## src/rtl/ram_sp_init_dp.sv

```systemverilog
// ram_sp_init_dp: simple dual-port RAM with write-first bypass and post-reset clear; RAM_PARITY_EN adds per-word even parity
module ram_sp_init_dp #(
  parameter int DATA_WIDTH = 8,
  parameter int ADDR_WIDTH = 6,
  parameter logic [DATA_WIDTH-1:0] INIT_VALUE = '0
) (
  input  logic                  clk,
  input  logic                  rst,
  input  logic                  write_enable,
  input  logic [ADDR_WIDTH-1:0] wr_address,
  input  logic [DATA_WIDTH-1:0] data_in,
  input  logic                  read_enable,
  input  logic [ADDR_WIDTH-1:0] rd_address,
  output logic [DATA_WIDTH-1:0] data_out,
  output logic                  rd_valid,
  output logic                  init_busy
`ifdef RAM_PARITY_EN
  ,output logic                 parity_error
`endif
);
  localparam int DEPTH = 2**ADDR_WIDTH;
`ifdef RAM_PARITY_EN
  localparam int W = DATA_WIDTH + 1;
`else
  localparam int W = DATA_WIDTH;
`endif
  typedef enum logic {CLEAR, RUN} state_t;
  state_t state;
  logic [ADDR_WIDTH-1:0] clr_ptr;
  logic [W-1:0] mem [DEPTH];
  logic [W-1:0] wr_word, init_word;
  logic run, rd_go, bypass;
  assign run = state == RUN;
  assign rd_go = run && read_enable;
  assign bypass = write_enable && wr_address == rd_address;
`ifdef RAM_PARITY_EN
  assign wr_word = {^data_in, data_in};
  assign init_word = {^INIT_VALUE, INIT_VALUE};
`else
  assign wr_word = data_in;
  assign init_word = INIT_VALUE;
`endif
  always_ff @(posedge clk)
    if (!rst) begin
      if (!run) mem[clr_ptr] <= init_word;
      else if (write_enable) mem[wr_address] <= wr_word;
    end
  always_ff @(posedge clk)
    if (rst) begin
      state <= CLEAR;
      clr_ptr <= '0;
      init_busy <= 1'b1;
      data_out <= '0;
      rd_valid <= 1'b0;
`ifdef RAM_PARITY_EN
      parity_error <= 1'b0;
`endif
    end else begin
      rd_valid <= rd_go;
      if (rd_go) begin
        data_out <= bypass ? data_in : mem[rd_address][DATA_WIDTH-1:0];
`ifdef RAM_PARITY_EN
        parity_error <= !bypass && ^mem[rd_address];
`endif
      end
      if (!run) begin
        clr_ptr <= clr_ptr + ADDR_WIDTH'(1);
        if (clr_ptr == '1) begin
          state <= RUN;
          init_busy <= 1'b0;
        end
      end
    end
endmodule

```

## config.mk

```make
export PLATFORM = sky130hd
export DESIGN_NAME = ram_sp_init_dp
export DESIGN_NICKNAME = d
export VERILOG_FILES = /design/src/rtl/ram_sp_init_dp.sv
export SDC_FILE = /design/constraint.sdc
export NUM_CORES = 1
export LEC_CHECK = 0
export ABC_AREA = 1
export CAP_MARGIN = 20
export CORE_ASPECT_RATIO = 0.7
export CORE_MARGIN = 5
export CORE_UTILIZATION = 56
export CTS_CLUSTER_DIAMETER = 150
export DETAILED_ROUTE_END_ITERATION = 7
export GPL_ROUTABILITY_DRIVEN = 0
export PLACE_DENSITY = 0.75
export SLEW_MARGIN = 20
export SYNTH_ARGS = -nofsm -noshare
export SYNTH_HDL_FRONTEND = slang
export SYNTH_SLANG_ARGS = --single-unit
```

## constraint.sdc

```tcl
create_clock -name clk -period 2.9 [get_ports clk]
set_clock_uncertainty 0.2 [all_clocks]
set_input_delay 0.435 -clock clk [delete_from_list [all_inputs] [get_ports clk]]
set_output_delay 0.435 -clock clk [all_outputs]
set_load 0.01 [all_outputs]
```

# After elaboration in Yosys (flattened, before gate mapping)
# Memory sizes are Yosys's and may differ from the RTL's. A register that Yosys moved wholly into a read port is not among the register bits.
# Index checks and enable logic that the tools add are counted.
# Widths: inputs -> output; s select.
[word_totals]
elab_cells = 23
out_inout_bits = 10
inputBits = 24
regBits = 9
mem_bits_rw = 512
mem_count = 1
[classes]
addsub = 1
bitwise_logic = 1
n_mux = 12
n_reduce_logical = 3
n_eq_ne = 1
[mem_list]
columns = ["memory", "words", "width", "read_ports", "rd_ports_with_merged_regs", "write_ports", "line_no", "source"]
rows = [
  ["mem", 64, 8, 1, 1, 1, "30", "logic [W-1:0] mem [DEPTH];"],
]
[op_table]
columns = ["cell", "n"]
rows = [
  ["$mux 1", 10],
  ["$mux 8", 1],
  ["$reduce_or 8->1", 1],
  ["$add 6x1->6 const B", 1],
  ["$eq 6x6->1 const B", 1],
  ["$mux 6", 1],
  ["$reduce_and 2->1", 1],
  ["$logic_and 1x1->1", 1],
  ["$not 1->1", 1],
]

# Longest topological paths before layout
# Gate-level depths: netlist of run 1.
[depth]
depth_word = 6
ltp_mapped = 16
ltp_nobuf = 15

# Least setup slack after synthesis of run 1
# Ideal clock, no wire load.
[synth_path]
path_kind = "input-to-reg"
from = "input port rst"
to = "memory mem[0][2] (netlist name), data pin"
n_path_buf = 1
setup_time_ns = 0.505
arrival_ns = 2.309
stages = 4
setup_slack_ns = -0.114
t_required_ns = 2.195
path_cell_list = "inv_2 > nand3_4 > buf_4 > nor2_1"
[synth_via]
elab_chain_cells = 4
[synth_rtl]
columns = ["element", "line_no", "source"]
rows = [
  ["start: declaration", "8", "input logic rst,"],
  ["$mux 1", "44", "if (!rst) begin"],
  ["$mux 1 (implied by the code)", "46", "else if (write_enable) mem[wr_address] <= wr_word;"],
  ["$reduce_or 8->1 (no line)", "--", ""],
  ["$mux 8 (no line)", "--", ""],
  ["end: declaration", "30", ""],
]
# Every way passes these cells.

# Final worst setup path of run 1
[layout_path]
from = "register state, in the netlist run"
to = "memory mem[18][6] (netlist name), enable pin"
[layout_via]
elab_chain_cells = 5
elab_cells_between_ends = 9
classes_between = "mux (8); reduce/logical (1)"
[layout_rtl]
columns = ["element", "line_no", "source"]
rows = [
  ["start: declaration", "28", "state_t state;"],
  ["start signal: assignment", "50", "state <= CLEAR;"],
  ["start signal: assignment", "69", "state <= RUN;"],
  ["$mux 1", "45", "if (!run) mem[clr_ptr] <= init_word;"],
  ["$mux 1", "44", ""],
  ["$mux 1 (implied by the code)", "46", ""],
  ["$reduce_or 8->1 (no line)", "--", ""],
  ["$mux 6 (no line) or $mux 1 (tied branches)", "--", ""],
]
# Several ways; a longest one is shown, not always the timed one.

==> impl_metrics.py, run 1 <==
metrics = {
    "outcome": {
        "status": "finished clean",
    },
    "detailed_routing": {
        "finalWirelength_mm": 55.7,
        "antenna_left": 0,
        "viasPerCell": 5.86,
        "drt_first_pass_iters": 5,
        "drc": 0,
        "via_count": 15455,
        "wl_per_cell_um": 21.1,
        "first_iter_violations": 2091,
    },
    "cts": {
        "cts_buffer_depth": 3,
        "cts_buffers": 47,
        "cts_hold_buf": 0,
        "cts_root_buf": "clkbuf_16",
        "ctsHtreeMaxLevel": 2,
        "clkLatencyLatePin_ns": 0.56,
        "post_cts_buffers": 0,
        "clkSinkCount": 529,
        "post_cts_resized": 0,
        "cts_tree": "built",
        "path_clk_slew_ns": 0.07,
    },
    "sta": {
        "period_minus_slack_ns": 2.75,
        "rsz0062_at_grt": "no",
        "finalSetupViolations": 0,
        "maxSlewViolCount": 0,
        "fin_crit_sh_pct": 94.8,
        "fmax_mhz": 364,
        "slew_headroom_pct": 38.7,
        "finalHoldViolCount": 0,
        "tightest_slew_ns": 0.919,
        "setup_ws_ns": 0.150,
    },
    "floorplanning": {
        "row_count": 60,
        "core_region_area_um2": 38500,
        "ioPinCount": 34,
        "die-width_um": 246,
        "die_h_um": 175,
        "die_area_um2": 43200,
        "start_util_pct": 56.8,
    },
    "worst_setup_path": {
        "arrival_ns": 2.73,
        "end_kind": "flip-flop",
        "start_kind": "flip-flop",
        "critical_path_class": "flip-flop to flip-flop",
        "required_ns": 2.88,
        "crit_path_max_fanout": 17,
    },
    "power": {
        "finalPower_mw": 15.5,
        "swShare_pct": 21.1,
        "seqPwrFrac_pct": 53.4,
        "peakVddDrop_uv": 627,
        "p_int_mw": 12.2,
        "p_leak_nw": 9.88,
        "p_comb_share_pct": 5.4,
        "power_switching_mw": 3.27,
        "p_clk_share_pct": 41.2,
        "cellPowerDensity_nw_per_um2": 611,
    },
    "cells_and_area": {
        "area_growth_pct": 15.9,
        "final_nets": 2098,
        "diodes": 0,
        "final_area_um2": 25400,
        "num-fill-cells": 2786,
        "fin_util_pct": 65.8,
        "drive_gt1_share_pct": 12.3,
        "fin_cells": 2636,
    },
    "logic_synthesis": {
        "netlist_instances": 1955,
        "ys_types": 30,
        "synthesis.nets": 1980,
        "synth_seq_cells": 529,
        "synth-seq-area-share_pct": 71.8,
        "syn_area_um2": 21900,
        "yosysWarnings": 0,
        "syn_avg_cell_area_um2": 11.2,
    },
    "placement": {
        "placed_cells": 2551,
        "numPortBuffers": 33,
        "hpwl_mm": 34.7,
        "place_ws_ns": -0.377,
        "placed_area_um2": 23800,
    },
    "grt": {
        "antenna_found_initial": 0,
        "grt_use_total_pct": 25.7,
        "overflow": 0,
        "grt_pass1_vias": 14810,
        "grt_max_degree": 135,
        "grt_pass1_wl_mm": 85.6,
    },
    "flow_run": {
        "drv_cap": 0,
    },
    "min_path": {
        "hp-class": "primary input to flip-flop",
    },
}
==> final cells by class <==
type	count	area, µm²	area share [%]
Clock inverter	27	302	1.19
Clock buffer	58	1260	4.97
Timing Repair Buffer	185	1680	6.62
Multi-Input combinational cell	1277	5610	22.1
Inverter	33	131	0.518
Tap cell	527	659	2.60
Sequential cell	529	15700	62.0
==> flip-flops by register name (all words and copies together) (netlist names) <==
signal     flops
mem          512
rd_valid       1
run            1
init_busy      1
data_out       8
clr_ptr        6
==> final timing paths <==
check	from	endpoint	slack, ns	cells after the start
setup / recovery	run$_SDFF_PP0_	mem[18][6]$_DFFE_PP_	0.15	5
hold / removal	read_enable	rd_valid$_SDFF_PP0_	0.29	3
setup reg to reg	run$_SDFF_PP0_	mem[18][6]$_DFFE_PP_	0.15	5
hold reg to reg	clr_ptr[5]$_SDFFE_PP0N_	clr_ptr[5]$_SDFFE_PP0N_	0.30	2
==> cell usage after synthesis <==
library cell | instances | area [µm²]
o22ai_1 | 2 | 12.5
nor4_1 | 8 | 50.1
nand3_1 | 448 | 2240
nor2_1 | 77 | 289
clkbuf_1 | 67 | 251
buf_1 | 33 | 124
nor2_4 | 2 | 22.5
o21ai_0 | 11 | 55.1
nand4_1 | 6 | 37.5
nand2_1 | 686 | 2570
inv_2 | 6 | 22.5
a21oi_1 | 12 | 60.1
a21oi_2 | 2 | 17.5
inv_1 | 24 | 90.1
buf_4 | 1 | 7.51
clkinv_1 | 3 | 11.3
o21ai_1 | 1 | 5.00
buf_12 | 1 | 20.0
o21ai_4 | 2 | 32.5
buf_6 | 1 | 11.3
o21ai_2 | 3 | 26.3
dfxtp_1 | 17 | 340
nand3_4 | 1 | 17.5
ha_1 | 1 | 12.5
nand3_2 | 3 | 30.0
nor3_1 | 2 | 10.0
nand2_2 | 8 | 50.1
edfxtp_1 | 512 | 15400
buf_2 | 13 | 65.1
nand2_4 | 2 | 22.5
==> critical path, cell delays in order, from the launching register on <==
cell     delay (ns)
dfxtp_1        0.47
nand3_4        0.27
o21ai_1        0.34
nand4_1        0.26
buf_4          0.22
nor2_1         0.61
==> per-stage QoR <==
stage | TNS, ns | hold slack [ns]
2_1_floorplan | -44.12 | 0.252
3_3_place_gp | -49.86 | 0.274
3_5_place_dp | -55.28 | 0.280
4_1_cts | 0 | 0.284
5_1_grt | 0 | 0.316
6_report | 0 | 0.293
==> logic make-up after synthesis <==
kind of cell,share of synthesized area [%]
buffers and inverters,2.76
and+or+nand+nor,24.4
AOI/OAI and AO/OA,0.955
DFF,71.8
adders and majority gates,0.0572
==> layer usage <==
metal  wire [µm]  track usage, %
met1       23000            38.4
met2       25300            39.3
met3        6030            5.46
met4        1410            6.34
met5           0               0
==> placed cells by master, fill, tap and decap left out, types with 6 or more instances in the layout <==
cell / n
nand3_1: 448
nor4_1: 8
clkinv_2: 7
edfxtp_1: 512
nor2_1: 71
nand4_1: 6
o21ai_0: 11
inv_2: 8
a21oi_1: 12
clkbuf_1: 9
dfxtp_1: 17
buf_12: 17
clkdlybuf4s50_1: 30
clkbuf_16: 49
clkinv_1: 14
nand2_1: 686
buf_4: 136
nand2_2: 8
bufinv_16: 7
inv_1: 20
nor2_4: 8
==> power by group through the flow <==
stage | clock, mW | sequential (mW) | combinational, mW
2_1_floorplan | 0 | 8.44 | 0.492
3_3_place_gp | 0 | 8.45 | 0.802
3_5_place_dp | 0 | 8.45 | 0.816
4_1_cts | 6.41 | 8.28 | 0.822
5_1_grt | 6.78 | 8.28 | 0.902
6_report | 6.38 | 8.28 | 0.840
(Power assumes the default switching activity.)
==> run 2: changes to the inputs <==
CORE_MARGIN = 8   (was 5)
==> run 2 against run 1 <==
Effect of this change: sequential power about the same; design area about the same; critical path type unchanged; critical endpoint is now mem[47][7]$_DFFE_PP_; clock power down 2%; fmax up 4.9%.
==> impl_metrics.py, run 2 (synthesized netlist as in run 1, its figures left out) <==
metrics = {
    "grt": {
        "overflow": 0,
        "antenna_found_initial": 0,
        "grt_max_degree": 97,
        "grt_pass1_wl_mm": 87.7,
        "grt_use_total_pct": 24.9,
        "grt_pass1_vias": 14951,
    },
    "sta": {
        "tightest_slew_ns": 0.724,
        "setup_ws_ns": 0.277,
        "fin_crit_sh_pct": 90.4,
        "rsz0062_at_grt": "no",
        "maxSlewViolCount": 0,
        "fmax_mhz": 381,
        "slew_headroom_pct": 51.5,
        "period_minus_slack_ns": 2.62,
        "hold_slack_ns": 0.295,
        "finalSetupViolations": 0,
        "finalHoldViolCount": 0,
    },
    "cells_and_area": {
        "drive_gt1_share_pct": 12.1,
        "final_area_um2": 25400,
        "reg_top3": "mem x512, data_out x8, clr_ptr x6",
        "fin_util_pct": 65.9,
        "largest_register_ff_count": 512,
        "final_nets": 2090,
        "final_cell_mix": "nand2_1, edfxtp_1, nand3_1",
        "multi_input_area_um2": 5610,
        "num-fill-cells": 2709,
        "area_growth_pct": 15.9,
        "largest-register": "mem",
        "ff_latch_area_um2": 15700,
        "diodes": 0,
        "final_common_cell": "nand2_1",
    },
    "worst_setup_path": {
        "arrival_ns": 2.70,
        "end_kind": "flip-flop",
        "required_ns": 2.98,
        "start_kind": "flip-flop",
        "critical_path_class": "flip-flop to flip-flop",
        "crit_path_max_fanout": 12,
    },
    "detailed_routing": {
        "antenna_left": 0,
        "finalWirelength_mm": 57.3,
        "viasPerCell": 5.95,
        "drt_first_pass_iters": 5,
        "wl_per_cell_um": 21.8,
        "via_count": 15652,
        "first_iter_violations": 2082,
        "drc": 0,
    },
    "power": {
        "p_comb_share_pct": 5.5,
        "p_int_mw": 12.0,
        "swShare_pct": 22.0,
        "cellPowerDensity_nw_per_um2": 606,
        "seqPwrFrac_pct": 53.9,
        "peakVddDrop_uv": 607,
        "p_leak_nw": 9.86,
        "p_clk_share_pct": 40.6,
        "power_switching_mw": 3.38,
    },
    "min_path": {
        "hp-class": "flip-flop to flip-flop",
    },
    "placement": {
        "numPortBuffers": 33,
        "hpwl_mm": 35.7,
        "placed_area_um2": 23800,
        "place_ws_ns": -0.0765,
    },
    "cts": {
        "cts_root_buf": "clkbuf_16",
        "post_cts_buffers": 0,
        "cts_buffer_depth": 3,
        "path_clk_slew_ns": 0.07,
        "clkLatencyLatePin_ns": 0.57,
        "clkSinkCount": 529,
        "cts_tree": "built",
        "ctsHtreeMaxLevel": 2,
        "cts_buffers": 48,
        "cts_hold_buf": 0,
        "post_cts_resized": 0,
    },
    "outcome": {
        "status": "finished clean",
    },
    "floorplanning": {
        "row_count": 60,
        "die_area_um2": 45800,
        "die-width_um": 252,
        "die_h_um": 181,
        "core_region_area_um2": 38500,
        "ioPinCount": 34,
        "start_util_pct": 56.8,
    },
    "flow_run": {
        "drv_cap": 0,
    },
}
## run 2: area by class of cell
class | instances | area share [%]
clock inverters | 31 | 1.06
repair buffers | 176 | 6.77
well taps | 527 | 2.60
inverters | 33 | 0.518
multi-input cells | 1277 | 22.1
flip-flops and latches | 529 | 62.0
clock buffers | 58 | 4.97
## run 2: metrics by stage
| step | total power [mW] | setup TNS (ns) | std cells |
|---|---|---|---|
| 2_1_floorplan | 8.94 | -44.12 | 1955 |
| 3_3_place_gp | 9.24 | -0.604 | 2541 |
| 3_5_place_dp | 9.26 | -2.49 | 2541 |
| 4_1_cts | 15.4 | 0 | 2630 |
| 5_1_grt | 15.7 | 0 | 2631 |
| 6_report | 15.4 | 0 | 2631 |
## run 2: critical path: stages, from the launching register on
cell,delay (ns)
dfxtp_1,0.51
nand3_4,0.25
buf_4,0.24
nand2_1,0.27
nand3_1,0.16
buf_4,0.19
nor4_1,0.26
buf_4,0.24
## run 2: metal layers
| layer | share of wire [%] | wire, µm | global-route usage (%) |
|---|---|---|---|
| met1 | 39 | 22600 | 35.4 |
| met2 | 45 | 25900 | 38.4 |
| met3 | 12 | 6960 | 5.08 |
| met4 | 3.2 | 1820 | 7.85 |
| met5 | 0 | 0 | 0 |
## run 2: power by group through the flow
| stage | sequential [mW] | combinational (mW) | clock, mW |
|---|---|---|---|
| floorplan | 8.44 | 0.492 | 0 |
| global placement | 8.45 | 0.798 | 0 |
| detailed placement | 8.45 | 0.814 | 0 |
| CTS | 8.28 | 0.823 | 6.27 |
| global route | 8.28 | 0.904 | 6.56 |
| finish | 8.28 | 0.845 | 6.25 |
## run 2: path summary, 6_finish.rpt
check / start / to / slack, ns / cells after the start
max: run$_SDFF_PP0_ / mem[47][7]$_DFFE_PP_ / 0.28 / 7
min: clr_ptr[5]$_SDFFE_PP0N_ / clr_ptr[5]$_SDFFE_PP0N_ / 0.30 / 2
max reg2reg: run$_SDFF_PP0_ / mem[47][7]$_DFFE_PP_ / 0.28 / 7
min reg2reg: clr_ptr[5]$_SDFFE_PP0N_ / clr_ptr[5]$_SDFFE_PP0N_ / 0.30 / 2
==> run 3: changes to the inputs <==
--- a/config.mk
+++ b/config.mk
@@ -19,2 +19,3 @@
 export SYNTH_HDL_FRONTEND = slang
 export SYNTH_SLANG_ARGS = --single-unit
+export TNS_END_PERCENT = 5
==> constraint.sdc (replaced) <==
create_clock -name clk -period 2.9 [get_ports clk]
set_clock_uncertainty 0.2 [all_clocks]
set_input_delay 0.29 -clock clk [delete_from_list [all_inputs] [get_ports clk]]
set_output_delay 0.29 -clock clk [all_outputs]
set_load 0.01 [all_outputs]
==> run 3 against run 2 <==
Effect of this change: die area unchanged; first-iteration DRC count up 9.9%; non-clock buffer count down 13; sequential power about the same; global-route usage down 0.28 points; highest routed layer is now met5; hold slack worse by 0.14 ns; combinational power down 3.0%; critical endpoint is now mem[43][5]$_DFFE_PP_; power up 0.81%; clock power up 2%; design area down 0.61%; core utilization down 0.40 points.
==> impl_metrics.py, run 3 (synthesized netlist as in run 1, its figures left out) <==
metrics = {
    "cells_and_area": {
        "multi_input_area_um2": 5610,
        "ff_latch_area_um2": 15700,
        "final_nets": 2076,
        "final_common_cell": "nand2_1",
        "num-fill-cells": 2771,
        "largest_register_ff_count": 512,
        "largest-register": "mem",
        "final_cell_mix": "nand2_1, edfxtp_1, nand3_1",
        "diodes": 0,
        "fin_util_pct": 65.5,
        "drive_gt1_share_pct": 11.6,
        "area_growth_pct": 15.2,
        "reg_top3": "mem x512, data_out x8, clr_ptr x6",
    },
    "worst_setup_path": {
        "required_ns": 2.98,
        "cpMostUsedCell": "buf_4",
        "crit_chain": "nand3_4, buf_4, nand2_1, nand3_1, nor4_1, buf_4",
        "end_kind": "flip-flop",
        "critical_path_class": "flip-flop to flip-flop",
        "start_kind": "flip-flop",
        "crit_slowest_cell": "dfxtp_1",
        "crit_path_max_fanout": 14,
        "slowest_delay_ns": 0.51,
        "arrival_ns": 2.73,
    },
    "grt": {
        "grt_max_degree": 141,
        "overflow": 0,
        "grt_pass1_wl_mm": 86.4,
        "antenna_found_initial": 1,
        "grt_pass1_vias": 14869,
        "grt_use_total_pct": 24.6,
    },
    "detailed_routing": {
        "drc": 0,
        "finalWirelength_mm": 56.7,
        "first_iter_violations": 2288,
        "drt_first_pass_iters": 6,
        "wl_per_cell_um": 21.7,
        "antenna_left": 0,
        "via_count": 15389,
        "viasPerCell": 5.89,
    },
    "floorplanning": {
        "die_h_um": 181,
        "die-width_um": 252,
        "die_area_um2": 45800,
        "row_count": 60,
        "start_util_pct": 56.8,
        "ioPinCount": 34,
        "core_region_area_um2": 38500,
    },
    "placement": {
        "place_ws_ns": 0.00218,
        "numPortBuffers": 33,
        "hpwl_mm": 34.9,
    },
    "cts": {
        "cts_hold_buf": 0,
        "clkLatencyLatePin_ns": 0.57,
        "post_cts_resized": 0,
        "cts_root_buf": "clkbuf_16",
        "ctsHtreeMaxLevel": 2,
        "post_cts_buffers": 0,
        "cts_buffer_depth": 3,
        "cts_buffers": 47,
        "clkSinkCount": 529,
        "cts_tree": "built",
        "path_clk_slew_ns": 0.06,
    },
    "sta": {
        "finalSetupViolations": 0,
        "period_minus_slack_ns": 2.65,
        "maxSlewViolCount": 0,
        "fmax_mhz": 377,
        "slew_headroom_pct": 24.8,
        "tightest_slew_ns": 1.13,
        "finalHoldViolCount": 0,
        "setup_ws_ns": 0.251,
        "fin_crit_sh_pct": 91.4,
        "rsz0062_at_grt": "no",
        "fin_tns_setup_ns": 0,
    },
    "outcome": {
        "status": "finished clean",
    },
    "flow_run": {
        "drv_cap": 0,
    },
    "min_path": {
        "hp-class": "primary input to flip-flop",
    },
    "power": {
        "cellPowerDensity_nw_per_um2": 615,
        "peakVddDrop_uv": 519,
        "p_leak_nw": 9.80,
        "finalPower_mw": 15.5,
    },
}
run 3: cell count changes in the layout (fill, tap and decap cells not counted), moves of 2 or more:
| cell | delta |
|---|---|
| buf_4 | -5 |
| clkinv_1 | -2 |
| clkinv_2 | +3 |
| bufinv_16 | +3 |
| buf_12 | -7 |
| clkbuf_1 | -4 |
| clkinvlp_4 | -5 |
run 3: metal layers:
layer	global-route usage (%)	part of all wire [%]	up-vias	wire length (µm)
li1	-	-	7020	-
met1	34.8	40	7276	22600
met2	37.0	45	957	25400
met3	6.18	12	134	6920
met4	8.32	3.1	2	1740
met5	0	0.023	-	13
run 3: report_power, final:
| group | switching, mW | internal, mW | total [mW] |
|---|---|---|---|
| Sequential | 0.00825 | 8.27 | 8.28 |
| Combinational | 0.581 | 0.239 | 0.820 |
| Clock | 2.74 | 3.66 | 6.40 |
| Total | 3.33 | 12.2 | 15.5 |
run 3: stage by stage:
stage,instances,hold slack [ns],instance area [µm²]
4_1_cts,2613,0.132,25200
3_5_place_dp,2529,0.283,23600
2_1_floorplan,1955,0.159,21900
3_3_place_gp,2529,0.275,23600
5_1_grt,2613,0.210,25200
6_report,2613,0.154,25200
run 3: final cells by class:
type	count	area share, %
inverters	33	0.521
clock buffers	53	4.84
repair buffers	163	6.05
clock inverters	31	1.37
flip-flops and latches	529	62.3
multi-input cells	1277	22.3
well taps	527	2.62
run 3: worst max-delay path, delay by kind of cell (launching register included):
family	cells	cell delay [ns]
DFF	1	0.51
buffers and inverters	2	0.48
and+or+nand+nor	4	1.17
run 3: final timing paths:
kind                                 from                       to  slack [ns]  depth (start not counted)
hold reg to reg   clr_ptr[3]$_SDFFE_PP0N_  clr_ptr[4]$_SDFFE_PP0N_        0.29                          2
setup / recovery           run$_SDFF_PP0_     mem[43][5]$_DFFE_PP_        0.25                          6
setup reg to reg           run$_SDFF_PP0_     mem[43][5]$_DFFE_PP_        0.25                          6
hold / removal                read_enable      rd_valid$_SDFF_PP0_        0.15                          3
